[src/rtl/comp_pkg.sv]
// Shared types and sizing helpers for the serial magnitude comparator.
package comp_pkg;

  typedef enum logic {
    IDLE = 1'b0,
    RUN  = 1'b1
  } state_t;

  // Number of chunks compared per operation.
  function automatic int unsigned nchunk(input int unsigned width, input int unsigned chunk);
    return width / chunk;
  endfunction

  // Ceiling log2; clog2(1) == 0.
  function automatic int unsigned clog2(input int unsigned value);
    int unsigned r;
    r = 0;
    for (int unsigned i = 0; i < 32; i++) begin
      if ((64'(1) << i) < 64'(value)) r = i + 1;
    end
    return r;
  endfunction

  // Chunk index width, never narrower than one bit.
  function automatic int unsigned idx_width(input int unsigned n);
    return (clog2(n) > 1) ? clog2(n) : 1;
  endfunction

endpackage

[src/rtl/comp_nb_serial_if.sv]
// Request/result bundle between a requester and the serial comparator.
interface comp_nb_serial_if #(
  parameter int unsigned WIDTH = 16
);
  logic             start;
  logic [WIDTH-1:0] a;
  logic [WIDTH-1:0] b;
  logic             signed_mode;
  logic             busy;
  logic             done;
  logic             eq;
  logic             gt;
  logic             lt;

  modport master (
    output start, a, b, signed_mode,
    input  busy, done, eq, gt, lt
  );

  modport slave (
    input  start, a, b, signed_mode,
    output busy, done, eq, gt, lt
  );
endinterface

[src/rtl/comp_chunk.sv]
// Combinational CHUNK-bit unsigned comparator (wide form of the XNOR equality cell).
module comp_chunk #(
  parameter int unsigned CHUNK = 4
) (
  input  logic [CHUNK-1:0] a_i,
  input  logic [CHUNK-1:0] b_i,
  output logic             eq_o,
  output logic             gt_o
);

  // Equality is the AND of per-bit XNORs; magnitude is a plain unsigned compare.
  assign eq_o = ~|(a_i ^ b_i);
  assign gt_o = (a_i > b_i);

endmodule

[src/rtl/comp_nb_serial.sv]
// Multi-cycle magnitude comparator: walks the operands MSB chunk first.
module comp_nb_serial
  import comp_pkg::*;
#(
  parameter int unsigned WIDTH      = 16,
  parameter int unsigned CHUNK      = 4,
  parameter bit          EARLY_EXIT = 1'b1
) (
  input  logic            clk,
  input  logic            rst_n,
  comp_nb_serial_if.slave bus
);

  localparam int unsigned      NCHUNK   = nchunk(WIDTH, CHUNK);
  localparam int unsigned      IDXW     = idx_width(NCHUNK);
  localparam logic [WIDTH-1:0] MSB_MASK = WIDTH'(1) << (WIDTH - 1);
  localparam logic [IDXW-1:0]  IDX_TOP  = IDXW'(NCHUNK - 1);

  state_t           state_q;
  logic [IDXW-1:0]  idx_q;
  logic [WIDTH-1:0] a_q;
  logic [WIDTH-1:0] b_q;
  logic             decided_q;
  logic             busy_q;
  logic             done_q;
  logic             eq_q;
  logic             gt_q;
  logic             lt_q;

  logic [CHUNK-1:0] a_chunks [NCHUNK];
  logic [CHUNK-1:0] b_chunks [NCHUNK];
  logic             chunk_eq_c;
  logic             chunk_gt_c;
  logic             first_diff_c;
  logic             last_c;

  // Slice the latched operands into chunk lanes for the index mux.
  for (genvar g = 0; g < NCHUNK; g++) begin : g_split
    assign a_chunks[g] = a_q[g*CHUNK +: CHUNK];
    assign b_chunks[g] = b_q[g*CHUNK +: CHUNK];
  end

  comp_chunk #(.CHUNK(CHUNK)) u_chunk (
    .a_i  (a_chunks[idx_q]),
    .b_i  (b_chunks[idx_q]),
    .eq_o (chunk_eq_c),
    .gt_o (chunk_gt_c)
  );

  assign first_diff_c = !chunk_eq_c && !decided_q;
  assign last_c       = (idx_q == '0);

  // Control FSM with operand, index and result registers.
  always_ff @(posedge clk or negedge rst_n) begin
    if (!rst_n) begin
      state_q   <= IDLE;
      idx_q     <= '0;
      a_q       <= '0;
      b_q       <= '0;
      decided_q <= 1'b0;
      busy_q    <= 1'b0;
      done_q    <= 1'b0;
      eq_q      <= 1'b0;
      gt_q      <= 1'b0;
      lt_q      <= 1'b0;
    end else begin
      done_q <= 1'b0;
      case (state_q)
        IDLE: begin
          if (bus.start) begin
            // Flipping the sign bit maps two's complement onto offset binary,
            // so the unsigned chunk walk yields the signed ordering.
            a_q       <= bus.a ^ (bus.signed_mode ? MSB_MASK : '0);
            b_q       <= bus.b ^ (bus.signed_mode ? MSB_MASK : '0);
            eq_q      <= 1'b0;
            gt_q      <= 1'b0;
            lt_q      <= 1'b0;
            decided_q <= 1'b0;
            idx_q     <= IDX_TOP;
            busy_q    <= 1'b1;
            state_q   <= RUN;
          end
        end
        RUN: begin
          // Only the most significant difference determines the result.
          if (first_diff_c) begin
            gt_q      <= chunk_gt_c;
            lt_q      <= !chunk_gt_c;
            decided_q <= 1'b1;
          end
          if (last_c || (first_diff_c && EARLY_EXIT)) begin
            eq_q    <= !decided_q && chunk_eq_c;
            done_q  <= 1'b1;
            busy_q  <= 1'b0;
            state_q <= IDLE;
          end else begin
            idx_q <= idx_q - IDXW'(1);
          end
        end
        default: state_q <= IDLE;
      endcase
    end
  end

  assign bus.busy = busy_q;
  assign bus.done = done_q;
  assign bus.eq   = eq_q;
  assign bus.gt   = gt_q;
  assign bus.lt   = lt_q;

endmodule

[src/flat_wrapper.sv]
// flat-port wrapper written by rule: the top's interface ports become plain ports
module comp_nb_serial_flat import comp_pkg::*;
#(
  parameter int unsigned WIDTH      = 16,
  parameter int unsigned CHUNK      = 4,
  parameter bit          EARLY_EXIT = 1'b1
)
  (clk, rst_n, bus_start, bus_a, bus_b, bus_signed_mode, bus_busy, bus_done, bus_eq, bus_gt, bus_lt);
  comp_nb_serial_if #(.WIDTH(WIDTH)) bus_i ();
  input  logic clk;
  input  logic rst_n;
  input wire logic [$bits(bus_i.start)-1:0] bus_start;
  input wire logic [$bits(bus_i.a)-1:0] bus_a;
  input wire logic [$bits(bus_i.b)-1:0] bus_b;
  input wire logic [$bits(bus_i.signed_mode)-1:0] bus_signed_mode;
  output wire logic [$bits(bus_i.busy)-1:0] bus_busy;
  output wire logic [$bits(bus_i.done)-1:0] bus_done;
  output wire logic [$bits(bus_i.eq)-1:0] bus_eq;
  output wire logic [$bits(bus_i.gt)-1:0] bus_gt;
  output wire logic [$bits(bus_i.lt)-1:0] bus_lt;
  assign bus_i.start = bus_start;
  assign bus_i.a = bus_a;
  assign bus_i.b = bus_b;
  assign bus_i.signed_mode = bus_signed_mode;
  assign bus_busy = bus_i.busy;
  assign bus_done = bus_i.done;
  assign bus_eq = bus_i.eq;
  assign bus_gt = bus_i.gt;
  assign bus_lt = bus_i.lt;
  comp_nb_serial #(.WIDTH(WIDTH), .CHUNK(CHUNK), .EARLY_EXIT(EARLY_EXIT)) u_core (.clk(clk), .rst_n(rst_n), .bus(bus_i));
endmodule
[config.mk]
export PLATFORM = sky130hd
export DESIGN_NAME = comp_nb_serial_flat
export DESIGN_NICKNAME = d
export VERILOG_FILES = /design/src/rtl/comp_pkg.sv /design/src/rtl/comp_nb_serial_if.sv /design/src/rtl/comp_chunk.sv /design/src/rtl/comp_nb_serial.sv /design/src/flat_wrapper.sv
export SDC_FILE = /design/constraint.sdc
export NUM_CORES = 1
export LEC_CHECK = 0
export ABC_AREA = 1
export BUFFER_PORTS_ARGS = -buffer_cell sky130_fd_sc_hd__buf_2
export CELL_PAD_IN_SITES_DETAIL_PLACEMENT = 0
export CELL_PAD_IN_SITES_GLOBAL_PLACEMENT = 2
export CORE_ASPECT_RATIO = 1.25
export CORE_MARGIN = 2
export CORE_UTILIZATION = 25
export CTS_BUF_LIST = sky130_fd_sc_hd__clkbuf_16
export DETAILED_ROUTE_END_ITERATION = 8
export PLACE_DENSITY_LB_ADDON = 0.1
export SYNTH_ARGS = -nofsm -noshare
export SYNTH_HDL_FRONTEND = slang
export SYNTH_SLANG_ARGS = --single-unit
export TNS_END_PERCENT = 10
[constraint.sdc]
create_clock -name clk -period 2.3 [get_ports clk]
set_clock_uncertainty 0.1 [all_clocks]
set_input_delay 0.115 -clock clk [delete_from_list [all_inputs] [get_ports clk]]
set_output_delay 0.115 -clock clk [all_outputs]
set_load 0.05 [all_outputs]
==> summary.txt, run 1 <==
Routing
  – Wire per inst: around 12 um
  – Met1 Wirelength: 2230 um
  – Final ANT Viol Nets: 0
  – Vias per cell: 4.24
  – DR pass1 iterations: 3
  – DR WL met2: roughly 2500 um
  – Max layer used: met4
  – Met3 WL: 127 um
  – Wirelength, routed: 4940 um
  – Initial DRC Count: 29
  – Via count: 1737
  – Drt drc: 0

Layout
  – Non-filler instance count after layout: 410
  – Filler cells: 859
  – Nets: between 300 and 400
  – Fraction of layout cells with a size suffix above 1: 0.194
  – Diodes inserted: 0
  – Syn-to-layout area delta: 40.1%

Global route
  – Vias in the first global route: approximately 1700
  – Largest net degree at the start of global routing: 36
  – Tot GR Track Use: 0.123
  – Antenna violations before repair: 0
  – Grt ovf: 0
  – First-pass GRT wire length: approximately 8000 um

Worst setup path
  – Worst Setup Start Kind: flop
  – Reg2Reg Setup Slack: 0.25 ns
  – CP Data Arrival Time: between 2 and 2.5 ns
  – Reg2reg end: u_core.idx_q[1]
  – Critical path class: reg -> reg
  – Element type at the critical path end: flop
  – Worst-path maximum fanout: 10
  – Worst Path Required: around 2.4 ns
  – Worst R2R Path Depth: 9
  – Worst r2r src: u_core.idx_q[0]

Synthesis
  – Gate count of the mapped netlist: 239
  – Mapped Nets: 280
  – Yosys top cell area share: 0.527
  – Area leader, netlist: dfrtp_1
  – Yosys cell types: 22
  – Ys Warns: 0
  – Sequential share of the synthesized area: 0.527
  – Most numerous cell in the Yosys netlist: nand2_1
  – Asr flop ratio synth: 1.00
  – Avg Inst Size Synth: approximately 8.1 sq um
  – Synth cell count leaders: nand2_1, dfrtp_1, nor2_1, o21ai_0, inv_1
  – Synth Cell Area: around 0.0019 sq mm
  – Synth area leaders: dfrtp_1, nand2_1, o21ai_0
  – FF+latch count, synth: 41
  – Post-synth EDFFs: 0
  – Ys flop type: dfrtp_1

Timing
  – Final setup violation count: 0
  – Hold Fails Final Rpt: 0
  – Max-slew violation count: 0
  – Slew margin rel.: 0.604
  – Least-Margin Pin Slew: 0.592 ns
  – Fmax: between 0.4 and 0.5 GHz
  – Final min period: 2.05 ns
  – Fin Setup TNS: 0 ns
  – RSZ-0062 raised after global routing: no
  – Tcrit/Tclk final: 0.892

Floorplan
  – Row Count: 36
  – Die area: 0.00851 sq mm
  – Io pins: 41
  – Die Ht: slightly above 100 um
  – Core area: 0.00766 sq mm
  – Die W: between 80 and 90 um
  – Initial core utilization: 0.254

Placed design
  – DPL Wire Length: 3550 um
  – RePlAce Congestion: ~0.76
  – Port Buffers: 40
  – Inst Count DP: 371

Pwr
  – PwrDens: ~1400 mW/mm^2
  – Peak supply drop: between 600 and 700 uV
  – Leak pwr: approximately 0.0014 uW

Clocking
  – Sink Count: 41
  – Root Driver: clkbuf_16
  – CTS H-tree lvls: 2
  – CTS tree: yes
  – Clock latency at the later pin of the worst-skew pair: 0.28 ns
  – Post-CTS Setup Bufs: 0
  – CTS Buf Count: 5
  – CTS Buffer Depth: 2
  – Clk pin slew, worst setup/hold paths: approximately 0.06 ns

Hold path
  – Worst min path class: in -> reg
  – Worst Hold End: u_core.b_q[15]
  – Hold_sp: bus_b[15]
  – Worst Hold Depth: 3

Run
  – Max Cap Viol: 0

Status
  – Status: complete, no violations
## flip-flops by register name, indices dropped and copies added (netlist names)
signal and cells:
u_core.a_q 16, u_core.b_q 16, u_core.idx_q 2, u_core.bus.busy 1, u_core.bus.done 1, u_core.bus.eq 1
u_core.bus.gt 1, u_core.bus.lt 1, u_core.decided_q 1, u_core.state_q 1
## placed cells by master (no fill, tap or decap), drive strengths merged, types with 2 or more instances in the layout
cell,synthesis,layout
buf,9,47
clkbuf,1,5
dfrtp,41,41
dlygate4sd3,0,31
ha,5,5
inv,12,13
nand2,110,110
nand3,4,4
nand4,3,3
nor2,22,22
o21ai,21,21
o22a,4,4
o22ai,4,4
xnor2,2,2
## worst max-delay path by stage
stage,from,to,slack [ns],cells after the start
CTS,u_core.idx_q[0],u_core.idx_q[1],0.1,9
detailed placement,u_core.idx_q[0],u_core.idx_q[1],0.11,9
finish,u_core.idx_q[0],u_core.idx_q[1],0.25,9
global route,u_core.idx_q[1],u_core.idx_q[1],0.06,9
floorplan,u_core.idx_q[0],u_core.idx_q[1],0.36,11
global placement,u_core.idx_q[0],u_core.idx_q[1],0.06,9
## power by group
part           switching (uW)  total, uW  internal, uW
sequential                224       1290          1070
clock                     272        776           504
combinational            1070       1720           644
total                    1570       3790          2220
## per-layer routing
layer  vias to the layer above  GRT usage
met5                         -          0
met4                         0     0.0454
met3                         7     0.0216
met2                        26      0.220
met1                       799      0.148
li1                        905          -
## timing repair
item	4_1_cts	5_1_grt
hold endpoints to repair	50	0
gates resized for setup	0	1
hold buffers	31	0
setup endpoints to repair	0	1
## critical path, cell delays in order, from the launching register on
cell	delay [ns]
dfrtp_1	0.40
buf_4	0.18
o21ai_0	0.24
o22ai_1	0.12
ha_1	0.32
nand2_2	0.09
o21ai_4	0.24
nand3_1	0.13
nand2_1	0.08
nand2_1	0.04
## stage by stage
stage	utilization	worst slack, ns	power (uW)	hold slack [ns]	area [sq um]
floorplan	-	0.363	2540	-0.281	1950
global placement	0.293	0.0625	3020	0.0137	2250
detailed placement	0.293	0.108	3010	0.0139	2250
CTS	0.355	0.0974	3850	0.0269	2720
global route	0.356	0.0649	4160	0.0567	2730
finish	0.356	0.250	3790	0.0251	2730
## layout make-up
class                           instances  area [sq um]  share of cell area
Clock buffer                            5           125              0.0459
Clock inverter                          3          37.5              0.0138
Inverter                               12          45.0              0.0165
Multi-Input combinational cell        176           812               0.298
Sequential cell                        41          1030               0.376
Tap cell                               95           119              0.0436
Timing Repair Buffer                   78           563               0.206
## cell families (layout without fill, tap and decap cells)
kind of cell | count (synthesis) | in the layout | synth area share
simple gates | 139 | 139 | 0.281
flops | 41 | 41 | 0.527
compound gates | 30 | 30 | 0.0913
buf+inv | 22 | 98 | 0.0598
fa+ha+maj | 5 | 5 | 0.0321
xor+xnor | 2 | 2 | 0.00900
(Power assumes the default switching activity.)
==> run 2: changes to the inputs <==
- ABC_AREA: 1 -> default
- CORE_UTILIZATION: 25 -> 35
- clock period: 2.3 -> 2.6 ns (I/O delays scaled with it)
==> run 2 against run 1 <==
  * Register-to-register slack improved by 0.04 ns
  * Die area shrank 29%
  * Combinational power down 23%
  * Via count is 12% lower
  * Cell count fell by 19%
  * Sequential share of layout area increased by 1.9 points
  * Clock power fell by 25%
  * Critical endpoint is now u_core.bus.gt
  * Highest routed layer unchanged
==> summary.txt, run 2 <==
Status
  – Status: complete, no violations

Timing
  – Tcrit/Tclk final: 0.888 (-0.00333)
  – RSZ-0062 raised after global routing: no
  – Worst hold slack: 0.0306 ns (+0.00551 ns)
  – Max-slew violation count: 0 (unchanged)
  – Least-Margin Pin Slew: 0.937 ns (+0.345 ns)
  – Hold Fails Final Rpt: 0 (unchanged)
  – Final min period: 2.31 ns (+0.259 ns)
  – Final setup violation count: 0 (unchanged)
  – Fin Setup TNS: 0 ns (unchanged)
  – Fmax: 0.433 GHz (-11%)
  – Slew margin rel.: 0.375 (-0.229)

Layout
  – Most common cell after layout, fill and taps aside: nand2_1
  – Diodes inserted: 0 (unchanged)
  – Final standard cell utilization of the core: 0.488 (+0.131)
  – Fraction of layout cells with a size suffix above 1: 0.234 (+0.0405)
  – Nets: 309 (-13%)
  – Highest-count cells in the layout ignoring fill and taps: nand2_1, dfrtp_1, buf_2, dlygate4sd3_1, inv_1
  – Multi-input combinational cell area: 783 sq um (-3.5%)
  – Largest registers: u_core.a_q x16, u_core.b_q x16, u_core.idx_q x2
  – Register area: 0.00103 sq mm (unchanged)
  – Filler cells: 514 (-40%)
  – Syn-to-layout area delta: 36.3%

Synthesis
  – Most numerous cell in the Yosys netlist: nand2_1
  – Synth Cell Area: 0.00191 sq mm (-2.1%)
  – Asr flop ratio synth: 1.00 (unchanged)
  – Sequential share of the synthesized area: 0.538 (+0.0111)
  – Area leader, netlist: dfrtp_1
  – Ys flop type: dfrtp_1
  – Gate count of the mapped netlist: 196 (-18%)
  – Yosys cell types: 21 (-4.5%)
  – Avg Inst Size Synth: 9.73 sq um (+19%)
  – Post-synth EDFFs: 0 (unchanged)
  – Yosys top cell area share: 0.538 (+0.0111)
  – FF+latch count, synth: 41 (unchanged)
  – Ys Warns: 0 (unchanged)
  – Synth area leaders: dfrtp_1, nand2_1, mux4_2
  – Mapped Nets: 237 (-15%)
  – Synth cell count leaders: nand2_1, dfrtp_1, inv_1, mux4_2

Floorplan
  – Row Count: 30 (-17%)
  – Die area: 0.00606 sq mm (-29%)
  – Core area: 0.00533 sq mm (-30%)
  – Initial core utilization: 0.358 (+0.103)
  – Die W: 70.0 um (-16%)
  – Die Ht: 86.5 um (-16%)
  – Io pins: 41 (unchanged)

Global route
  – Largest net degree at the start of global routing: 42 (+17%)
  – Grt ovf: 0 (unchanged)
  – Antenna violations before repair: 0 (unchanged)
  – Vias in the first global route: 1571 (-5.1%)
  – Tot GR Track Use: 0.154 (+0.0312)
  – First-pass GRT wire length: 7250 um (-12%)

Worst setup path
  – Worst R2R Path Depth: 7 (-2)
  – Worst Setup Start Kind: flop
  – Worst Setup SP: u_core.idx_q[0]
  – Worst r2r src: u_core.idx_q[0]
  – Critical path class: reg -> reg
  – Element type at the critical path end: flop
  – Crit path capture: u_core.bus.gt
  – Reg2Reg Setup Slack: 0.29 ns (+0.04 ns)
  – Reg2reg end: u_core.bus.gt
  – Worst-path maximum fanout: 5 (-5)
  – Crit path buffers/inverters: 1 (unchanged)
  – CP peak stage delay: 0.51 ns (+0.11 ns)
  – Worst path depth: 7 (-2)
  – CP Data Arrival Time: 2.38 ns (+0.26 ns)
  – Worst Path Required: 2.67 ns (+0.30 ns)
  – Worst path slowest cell: mux4_2
  – Top delay family on crit path: multiplexers
  – Worst-path cell chain: buf_4 -> mux4_2 -> ha_1 -> a41oi_2 -> nand2_2 -> and3_1 -> a31o_1

Hold path
  – Worst Hold Depth: 3 (unchanged)
  – Worst min path class: in -> reg

Clocking
  – Post-CTS Setup Bufs: 0 (unchanged)
  – CTS tree: yes
  – Clk pin slew, worst setup/hold paths: 0.06 ns (about the same)
  – CTS Buffer Depth: 2 (unchanged)
  – Sink Count: 41 (unchanged)
  – CTS H-tree lvls: 2 (unchanged)
  – Clock latency at the later pin of the worst-skew pair: 0.28 ns (about the same)
  – Root Driver: clkbuf_16
  – CTS Buf Count: 5 (unchanged)

Routing
  – Initial DRC Count: 73 (+150%)
  – Final ANT Viol Nets: 0 (unchanged)
  – Via count: 1533 (-12%)
  – Drt drc: 0 (unchanged)
  – Wirelength, routed: 4210 um (-15%)
  – Wire per inst: 12.6 um (+4.9%)
  – Vias per cell: 4.60 (+8.7%)
  – DR pass1 iterations: 4 (+1)

Pwr
  – Gate power share: 0.434 (-0.019)
  – PwrDens: 1180 mW/mm^2 (-15%)
  – Seq pwr share: 0.376 (+0.034)
  – Leak pwr: 0.00136 uW (-5.0%)
  – Cell Int Power: 1890 uW (-15%)
  – Sw power: 1170 uW (-25%)
  – Clock Power Share: 0.190 (-0.015)
  – Sw frac: 0.382 (-0.0323)
  – Peak supply drop: 366 uV (-44%)

Run
  – Max Cap Viol: 0 (unchanged)

Placed design
  – DPL Wire Length: 2870 um (-19%)
  – RePlAce Congestion: 0.778 (+2.8%)
  – Port Buffers: 40 (unchanged)
run 2: changes by cell type in the layout (fill, tap and decap cells not counted), moves of 4 or more:
cell	change
nor2_1	-14
o22ai_1	-4
o21ai_0	-12
mux4_2	+8
o22a_1	-4
nand2_1	-13
run 2: what timing repair did:
action,CTS,global route
gates resized for setup,0,0
hold endpoints to repair,71,0
hold buffers,31,0
run 2: power by group through the flow:
stage	Sequential [uW]	Combinational (uW)	Clock, uW
floorplan	1180	963	0
global placement	1170	1250	0
detailed placement	1170	1300	0
CTS	1160	1340	608
global route	1200	1500	632
finish	1150	1330	583
run 2: routing by layer:
metal / track usage / vias to the layer above / wire length, um
met4: 0.0717 / 0 / 62
met5: 0 / - / 0
met3: 0.0372 / 5 / 140
met1: 0.188 / 723 / 1980
li1: - / 767 / -
met2: 0.257 / 38 / 2030
run 2: area by class of cell:
type | count | share of cell area
clock buffer | 5 | 0.0481
clock inverter | 3 | 0.00530
inverter | 8 | 0.0116
multi-input combinational | 137 | 0.301
sequential | 41 | 0.395
tap | 64 | 0.0308
timing repair buffer | 75 | 0.208
run 2: worst min-delay path by stage:
stage	startpoint	end	slack, ns
3_3_place_gp	rst_n	u_core.a_q[2]	0.20
5_1_grt	bus_start	u_core.state_q	0.05
4_1_cts	bus_a[15]	u_core.a_q[15]	0.03
2_1_floorplan	rst_n	u_core.a_q[0]	-0.27
6_report	bus_start	u_core.state_q	0.03
3_5_place_dp	bus_b[4]	u_core.b_q[4]	0.22
run 2: per-stage QoR:
step           worst slack, ns  power [uW]  std cells  area [sq um]
2_1_floorplan            0.362        2140        196          1910
3_3_place_gp             0.354        2420        294          2150
3_5_place_dp             0.305        2460        294          2150
4_1_cts                  0.279        3110        333          2600
5_1_grt                  0.179        3330        333          2600
6_report                 0.291        3060        333          2600
run 2: worst register-to-register path, cell delays in order (launching register included):
cell,delay [ns]
dfrtp_1,0.35
buf_4,0.15
mux4_2,0.51
ha_1,0.36
a41oi_2,0.28
nand2_2,0.11
and3_1,0.18
a31o_1,0.18
run 2: kinds of logic (layout without fill, tap and decap cells):
logic type,count (synthesis),after routing,synth area share
AO/OA/AOI/OAI,10,10,0.0341
XOR/XNOR,2,2,0.00919
adder cells (fa/ha/maj),5,5,0.0328
buffers and inverters,18,91,0.0525
flip-flops,41,41,0.538
multiplexers,11,11,0.110
AND/OR/NAND/NOR,109,109,0.223
